File: src/rtl/mul_share_arbiter_if.sv
// Requester-side bus of the shared-multiplier arbiter: request/operand inputs,
// grant, and the routed product response.
interface mul_share_arbiter_if #(
  parameter int N = 4
);
  logic [N-1:0]    req_en;
  logic [N-1:0]    req;
  logic [16*N-1:0] req_a;
  logic [16*N-1:0] req_b;
  logic [N-1:0]    gnt;
  logic [N-1:0]    rsp_valid;
  logic [31:0]     rsp_data;
  logic            busy;

  modport master (
    output req_en, req, req_a, req_b,
    input  gnt, rsp_valid, rsp_data, busy
  );

  modport slave (
    input  req_en, req, req_a, req_b,
    output gnt, rsp_valid, rsp_data, busy
  );
endinterface

File: src/rtl/mul_share_arbiter.sv
// Round-robin time-sharing of one free-running pipelined 16x16 multiplier among
// N requesters; a tag pipeline matched to LAT routes each product back.
module mul_share_arbiter #(
  parameter int N   = 4,
  parameter int LAT = 4
) (
  input  logic                clk,
  input  logic                rst_n,
  mul_share_arbiter_if.slave  bus,
  output logic [15:0]         mul_a,
  output logic [15:0]         mul_b,
  input  logic [31:0]         mul_result
);
  localparam int PW = (N > 1) ? $clog2(N) : 1;
  localparam int D  = LAT + 1;

  logic [PW-1:0] ptr_r;
  logic [PW-1:0] ptr_nxt_s;
  logic [N-1:0]  elig_s;
  logic [N-1:0]  gnt_s;
  logic [PW-1:0] gnt_id_s;
  logic          gnt_any_s;
  logic [PW:0]   idx_s;
  logic [D-1:0]  tag_valid_r;
  logic [PW-1:0] tag_id_r [D];
  logic [15:0]   mul_a_r;
  logic [15:0]   mul_b_r;
  logic [N-1:0]  rsp_valid_r;
  logic [31:0]   rsp_data_r;

  // Pick the first eligible requester walking from ptr upward, wrapping mod N.
  always_comb begin
    elig_s    = bus.req & bus.req_en;
    gnt_s     = '0;
    gnt_id_s  = '0;
    gnt_any_s = 1'b0;
    idx_s     = '0;
    for (int k = 0; k < N; k++) begin
      idx_s = {1'b0, ptr_r} + (PW+1)'(k);
      if (idx_s >= (PW+1)'(N)) begin
        idx_s = idx_s - (PW+1)'(N);
      end else begin
        idx_s = idx_s;
      end
      if (!gnt_any_s && elig_s[idx_s[PW-1:0]]) begin
        gnt_any_s = 1'b1;
        gnt_id_s  = idx_s[PW-1:0];
      end else begin
        gnt_any_s = gnt_any_s;
      end
    end
    // Grant is suppressed while reset is held so no requester sees a phantom gnt.
    if (gnt_any_s && rst_n) begin
      gnt_s[gnt_id_s] = 1'b1;
    end else begin
      gnt_s = '0;
    end
    if (gnt_id_s == PW'(N-1)) begin
      ptr_nxt_s = '0;
    end else begin
      ptr_nxt_s = gnt_id_s + PW'(1);
    end
  end

  // Operand capture, pointer advance, tag pipeline and response registers.
  always_ff @(posedge clk or negedge rst_n) begin
    if (!rst_n) begin
      ptr_r       <= '0;
      mul_a_r     <= 16'h0000;
      mul_b_r     <= 16'h0000;
      tag_valid_r <= '0;
      for (int k = 0; k < D; k++) begin
        tag_id_r[k] <= '0;
      end
      rsp_valid_r <= '0;
      rsp_data_r  <= 32'h0000_0000;
    end else begin
      if (gnt_any_s) begin
        mul_a_r <= bus.req_a[{gnt_id_s, 4'b0000} +: 16];
        mul_b_r <= bus.req_b[{gnt_id_s, 4'b0000} +: 16];
        ptr_r   <= ptr_nxt_s;
      end else begin
        mul_a_r <= mul_a_r;
        mul_b_r <= mul_b_r;
        ptr_r   <= ptr_r;
      end
      // The multiplier never stalls, so tags advance every cycle.
      tag_valid_r <= {tag_valid_r[D-2:0], gnt_any_s};
      tag_id_r[0] <= gnt_id_s;
      for (int k = 1; k < D; k++) begin
        tag_id_r[k] <= tag_id_r[k-1];
      end
      if (tag_valid_r[D-1]) begin
        rsp_valid_r <= N'(1) << tag_id_r[D-1];
        rsp_data_r  <= mul_result;
      end else begin
        rsp_valid_r <= '0;
        rsp_data_r  <= rsp_data_r;
      end
    end
  end

  assign bus.gnt       = gnt_s;
  assign bus.rsp_valid = rsp_valid_r;
  assign bus.rsp_data  = rsp_data_r;
  assign bus.busy      = |tag_valid_r;
  assign mul_a         = mul_a_r;
  assign mul_b         = mul_b_r;
endmodule

File: src/flat_wrapper.sv
// flat-port wrapper written by rule: the top's interface ports become plain ports
module mul_share_arbiter_flat 
#(
  parameter int N   = 4,
  parameter int LAT = 4
)
  (clk, rst_n, mul_a, mul_b, mul_result, bus_req_en, bus_req, bus_req_a, bus_req_b, bus_gnt, bus_rsp_valid, bus_rsp_data, bus_busy);
  mul_share_arbiter_if #(.N(N)) bus_i ();
  input  logic clk;
  input  logic rst_n;
  output logic [15:0] mul_a;
  output logic [15:0] mul_b;
  input  logic [31:0] mul_result;
  input wire logic [$bits(bus_i.req_en)-1:0] bus_req_en;
  input wire logic [$bits(bus_i.req)-1:0] bus_req;
  input wire logic [$bits(bus_i.req_a)-1:0] bus_req_a;
  input wire logic [$bits(bus_i.req_b)-1:0] bus_req_b;
  output wire logic [$bits(bus_i.gnt)-1:0] bus_gnt;
  output wire logic [$bits(bus_i.rsp_valid)-1:0] bus_rsp_valid;
  output wire logic [$bits(bus_i.rsp_data)-1:0] bus_rsp_data;
  output wire logic [$bits(bus_i.busy)-1:0] bus_busy;
  assign bus_i.req_en = bus_req_en;
  assign bus_i.req = bus_req;
  assign bus_i.req_a = bus_req_a;
  assign bus_i.req_b = bus_req_b;
  assign bus_gnt = bus_i.gnt;
  assign bus_rsp_valid = bus_i.rsp_valid;
  assign bus_rsp_data = bus_i.rsp_data;
  assign bus_busy = bus_i.busy;
  mul_share_arbiter #(.N(N), .LAT(LAT)) u_core (.clk(clk), .rst_n(rst_n), .bus(bus_i), .mul_a(mul_a), .mul_b(mul_b), .mul_result(mul_result));
endmodule
File: config.mk
export PLATFORM = sky130hd
export DESIGN_NAME = mul_share_arbiter_flat
export DESIGN_NICKNAME = d
export VERILOG_FILES = /design/src/rtl/mul_share_arbiter_if.sv /design/src/rtl/mul_share_arbiter.sv /design/src/flat_wrapper.sv
export SDC_FILE = /design/constraint.sdc
export NUM_CORES = 1
export LEC_CHECK = 0
export BUFFER_PORTS_ARGS = -buffer_cell sky130_fd_sc_hd__buf_2
export CELL_PAD_IN_SITES_DETAIL_PLACEMENT = 1
export CELL_PAD_IN_SITES_GLOBAL_PLACEMENT = 2
export CORE_ASPECT_RATIO = 0.9
export CORE_UTILIZATION = 28
export CTS_CLUSTER_DIAMETER = 80
export CTS_CLUSTER_SIZE = 28
export DETAILED_ROUTE_END_ITERATION = 8
export PLACE_DENSITY = 0.84
export SETUP_SLACK_MARGIN = 0.4
export SYNTH_ARGS = -nofsm -noshare
export SYNTH_HDL_FRONTEND = slang
export SYNTH_SLANG_ARGS = --single-unit
export TNS_END_PERCENT = 30
File: constraint.sdc
create_clock -name clk -period 2.49 [get_ports clk]
set_input_delay 0.3735 -clock clk [delete_from_list [all_inputs] [get_ports clk]]
set_output_delay 0.3735 -clock clk [all_outputs]
set_load 0.02 [all_outputs]
# ---- After elaboration in Yosys (flattened, before gate mapping)
# Cells that the tools add are included.
dict set report totals {
  regBits 85
  output_inout_bits 73
  in_bits 170
}
dict set report op_classes {
  shift 3
  magnitude_cmp 10
  n_eq_ne 1
  n_addsub 8
  muxes 25
  reduce_logical 9
  bitwise_logic 1
}
# cell n
set op_table {}
lappend op_table {{64-bit by 7-bit variable part select with 16-bit output} 2}
lappend op_table {{2-bit 2-to-1 mux} 9}
lappend op_table {{2-bit by 3-bit < comparator with 1-bit output (second input constant)} 5}
lappend op_table {{3-bit greater-or-equal comparator (second input constant)} 3}
lappend op_table {{1-bit 2-to-1 mux} 9}
lappend op_table {{1-bit binary-select mux with 2-bit select} 4}
lappend op_table {{4-bit 2-to-1 mux} 2}
lappend op_table {{2-bit by 1-bit subtractor with 2-bit output (second input constant)} 4}
lappend op_table {{2-bit by 2-bit adder with 3-bit output (second input constant)} 2}
lappend op_table {{1-bit logical AND} 5}
lappend op_table {{5-bit OR reduction} 1}
lappend op_table {{4-bit bitwise AND} 1}
lappend op_table {{1-bit by 2-bit << shifter with 4-bit output (first input constant)} 1}
lappend op_table {{2-bit by 1-bit adder with 3-bit output (second input constant)} 1}
lappend op_table {{2-bit by 3-bit greater-or-equal comparator with 1-bit output (second input constant)} 1}
lappend op_table {{1-bit logical NOT} 3}
lappend op_table {{2-bit by 1-bit adder with 2-bit output (second input constant)} 1}
lappend op_table {{1-bit demux with 2-bit select} 1}
lappend op_table {{2-bit == test (second input constant)} 1}
lappend op_table {{2-bit by 1-bit greater-or-equal comparator with 1-bit output (second input constant)} 1}

# ---- Logic depth before layout (Yosys ltp)
dict set report depth {
  ltp_word 19
  mapped_depth 7
  depth_no_buf 6
}

# ---- Worst setup path after synthesis
# OpenSTA, ideal clock, no wires.
dict set report synth_timing {
  path_type {reg2out}
  startpoint {register u_core.ptr_r[1]}
  endpoint {output bus_gnt[0]}
  arrival_ns 1.701
  stages_incl_launch_ff 8
  t_required_ns 2.117
  setup_slack_ns 0.416
  path_cell_list {dfrtp_1 > buf_4 > nand4bb_1 > o211a_2 > nand2_8 > buf_6 > inv_1 > nor3_1}
}
dict set report synth_via {
  elab_chain_cells 19
  word_cells_on_any_way 44
  classes_between {7 x add/sub; 6 x order compare; 23 x mux; 8 x reduce/logical}
}
# item line
set synth_lines {}
lappend synth_lines {{from (decl)} mul_share_arbiter.sv:17} ;# logic [PW-1:0] ptr_r;
lappend synth_lines {{from (signal assigned)} mul_share_arbiter.sv:81} ;# ptr_r <= ptr_nxt_s;
lappend synth_lines {{from (signal assigned)} mul_share_arbiter.sv:85} ;# ptr_r <= ptr_r;
lappend synth_lines {{branches (longest 13 deep; another with 2-bit by 1-bit adder with 3-bit output)} -}
lappend synth_lines {{2-bit 2-to-1 mux *} mul_share_arbiter.sv:45} ;# if (!gnt_any_s && elig_s[idx_s[PW-1:0]]) begin
lappend synth_lines {{net u_core.gnt_id_s[0]} mul_share_arbiter.sv:21} ;# logic [PW-1:0] gnt_id_s;
lappend synth_lines {{2-bit by 3-bit < comparator with 1-bit output (implied by the code) or 2-bit by 1-bit greater-or-equal comparator with 1-bit output (tied branches)} mul_share_arbiter.sv:54} ;# gnt_s[gnt_id_s] = 1'b1;
lappend synth_lines {{1-bit logical AND (implied by the code)} mul_share_arbiter.sv:54}
lappend synth_lines {{1-bit 2-to-1 mux (implied by the code)} mul_share_arbiter.sv:54}
lappend synth_lines {{1-bit demux with 2-bit select *} -}
lappend synth_lines {{4-bit 2-to-1 mux *} mul_share_arbiter.sv:53} ;# if (gnt_any_s && rst_n) begin
lappend synth_lines {{to (decl)} flat_wrapper.sv:18} ;# output wire logic [$bits(bus_i.gnt)-1:0] bus_gnt;
# Mark *: on every way through the listed nets, which the timed path passes. The select of a mux whose other input is x is not followed.

# ---- Worst setup path in the final report
dict set report layout_timing {
  startpoint {register u_core.ptr_r[0]}
  endpoint {output bus_gnt[2]}
}
dict set report layout_via {
  elab_chain_cells 19
  word_cells_on_any_way 44
  classes_between {7 x add/sub; 6 x order compare; 23 x mux; 8 x reduce/logical}
}
# item line
set layout_lines {}
lappend layout_lines {{branches (longest 18 deep; another with 2-bit by 1-bit adder with 3-bit output)} -}
lappend layout_lines {{4-bit 2-to-1 mux *} mul_share_arbiter.sv:53}
# Mark *: on every way between the ends. The select of a mux whose other input is x is not followed.

==> results.cfg <==
[final_layout]
final_util = 0.425
drive_above_1_share = 0.632
area_delta_synth_final_pct = 47.5
fin_cells = 766
nNetsFinal = 739
antennaDiodeCount = 0
fill_cells = 1620

[synth]
syn_area_per_cell_um2 = 12.9
synth_area_mm2 = 0.00405
synthCells = 314
synth_top_area_frac = 0.526
synth_area_leaders = dfrtp_1, a221oi_2, mux2_2
yosys_register_bits = 85
syn_nets = 485
synth_most_common_cell = dfrtp_1
synth_enable_flop_cells = 0
ys_seq_area_frac = 0.526
synth_cell_types = 37
synth_largest_area_cell = dfrtp_1
synth_ff_type = dfrtp_1
yosys-top-cells-count = dfrtp_1, inv_1, mux2_2, mux2i_1, o22ai_1
yosys_warnings = 0
synthArstFlopShare = 1.00

[global_routing]
grt_usage = 0.171
grt_pass1_vias = 3745
grt_pass1_wl_um = 19300
overflow = 0
antenna_found_initial = 0
grt_max_degree = 59

[floorplan]
num_rows = 41
die-area_mm2 = 0.0149
pin_count = 243
initial_core_util = 0.288
coreArea_mm2 = 0.0141
die_height_um = 116
die_w_um = 129

[detailed_routing]
ant_nets = 0
drc = 0
drtIter0Drc = 103
routedWlPerCell_um = 16.7
dr_total_vias = 3547
vias_per_cell = 4.63
drtPass1Iterations = 4
wl_um = 12800

[critical_path]
crit_arrival_ns = 1.85
slowest_stage = dfrtp_2
start_kind = register
critPathRequiredTime_ns = 2.12
crit_cells = 7
crit_path_max_incr_delay_ns = 0.41
path_buf_inv = 2
path_cells = and3b_2 > a311o_1 > nand2_2 > inv_2 > ha_4 > and3_4 > buf_6
worstPathMaxFanout = 5
path_class = register to output pin
endpoint_kind = output pin
rr_worst_depth = 9
cpLargestDelayFamily = simple AND/OR/NAND/NOR gates

[clock_tree]
clockBufferDepth = 2
cts.clk_slew.worst_paths_ns = 0.06
cts_buffers = 9
cts_tree = built
clock_latency_ns = 0.34
htreeDepth = 3
root_buffer = clkbuf_16
cts_sinks = 85

[sta]
finalSetupViolations = 0
hold_viol_final = 0
relSlewSlack = 0.517
period_share = 0.891
tightest_slew_ns = 0.725
grt_setup_unrepaired = yes
setup-tns-final_ns = 0
clock_skew_ns = 0.00614
final-max-slew-violation-count = 0
fmaxAchievable_mhz = 451
period_minus_slack_ns = 2.22

[power_and_ir_drop]
vdd_ir_drop_max_v = 0.000307
p_leak_nw = 3.06
powerDensity_mw_per_mm2 = 844

[worst_hold_path]
hp-class = input pin to asynchronous set/reset pin

[place]
dp_hpwl_um = 9680
dp_cells = 741
portBuffers = 242
gp_congestion = 0.802

[job]
drv_cap = 0

[status]
status = completed
-- registers in the layout (all words and copies together), names as in the netlist --
name                  cells
u_core.bus.rsp_valid      4
u_core.mul_b             16
u_core.tag_valid_r        5
u_core.mul_a             16
u_core.ptr_r              2
u_core.bus.rsp_data      32
u_core.tag_id_r          10
-- repair_timing --
action / in CTS / in global routing
endpoints found under the setup margin: 26 / 26
resized for setup: 22 / 6
hold buffers: 0 / 0
pin swaps: 7 / 2
setup buffers: 6 / 3
-- routing by layer --
layer | share of wire | vias up | global-route usage
met4 | 0.015 | 0 | 0.0706
met3 | 0.055 | 11 | 0.0332
met1 | 0.42 | 1714 | 0.204
li1 | - | 1683 | -
met5 | 0 | - | 0
met2 | 0.51 | 139 | 0.301
-- through the flow --
stage	hold WS, ns	worst slack [ns]	instance area [um^2]	total power, mW
2_1_floorplan	0.0779	0.416	4050	2.94
3_3_place_gp	0.336	0.395	5480	3.52
3_5_place_dp	0.336	0.321	5480	3.57
4_1_cts	0.0607	0.275	5920	5.08
5_1_grt	0.0838	0.216	5970	5.32
6_report	0.0650	0.271	5970	5.04
-- report_power, final --
part / total (mW) / switching (mW) / leakage (nW) / internal [mW]
Sequential: 1.86 / 0.175 / 0.982 / 1.68
Clock: 1.38 / 0.589 / 0.153 / 0.795
Combinational: 1.80 / 1.03 / 1.92 / 0.772
-- cell families (layout without fill, tap and decap cells) --
family                     Yosys count  in the layout  synth area share
adders and majority gates            1              1           0.00309
buffers and inverters               56            315            0.0658
muxes                               64             64             0.168
DFF                                 85             85             0.526
AOI/OAI and AO/OA                   76             76             0.189
and+or+nand+nor                     32             32            0.0482
-- placed cells by master, fill, tap and decap left out, types with 2 or more instances in the layout --
| cell type | Yosys | layout |
|---|---|---|
| inv_1 | 35 | 32 |
| nor2_1 | 3 | 3 |
| inv_2 | 1 | 4 |
| clkbuf_16 | 0 | 9 |
| and3b_1 | 3 | 2 |
| buf_4 | 1 | 20 |
| o22ai_1 | 32 | 32 |
| a221oi_2 | 30 | 31 |
| buf_6 | 6 | 5 |
| nor3_2 | 0 | 2 |
| mux2_2 | 32 | 32 |
| o21ai_0 | 3 | 3 |
| dfrtp_2 | 0 | 2 |
| mux2i_1 | 32 | 32 |
| buf_2 | 6 | 237 |
| nand2_1 | 8 | 8 |
| and2_1 | 3 | 3 |
| inv_6 | 0 | 3 |
| dfrtp_1 | 85 | 83 |
| nor3_1 | 5 | 2 |
-- final timing paths --
kind	startpoint	to	slack, ns
min in group clk	mul_result[11]	u_core.bus.rsp_data[11]	0.26
min	rst_n	u_core.ptr_r[1]	0.07
max	u_core.ptr_r[0]	bus_gnt[2]	0.27
max in group asynchronous	rst_n	u_core.ptr_r[0]	1.77
min reg2reg	u_core.tag_id_r[6]	u_core.tag_id_r[4]	0.35
max reg2reg	u_core.ptr_r[0]	u_core.mul_a[10]	0.47
-- area by class of cell --
type	count	area [um^2]	area share
multi-input combinational	173	1750	0.292
clock inverter	7	81.3	0.0136
sequential	85	2130	0.357
tap	193	241	0.0404
timing repair buffer	263	1410	0.237
inverter	36	135	0.0226
clock buffer	9	225	0.0377
Note: power is estimated with default switching activity, not from simulation.
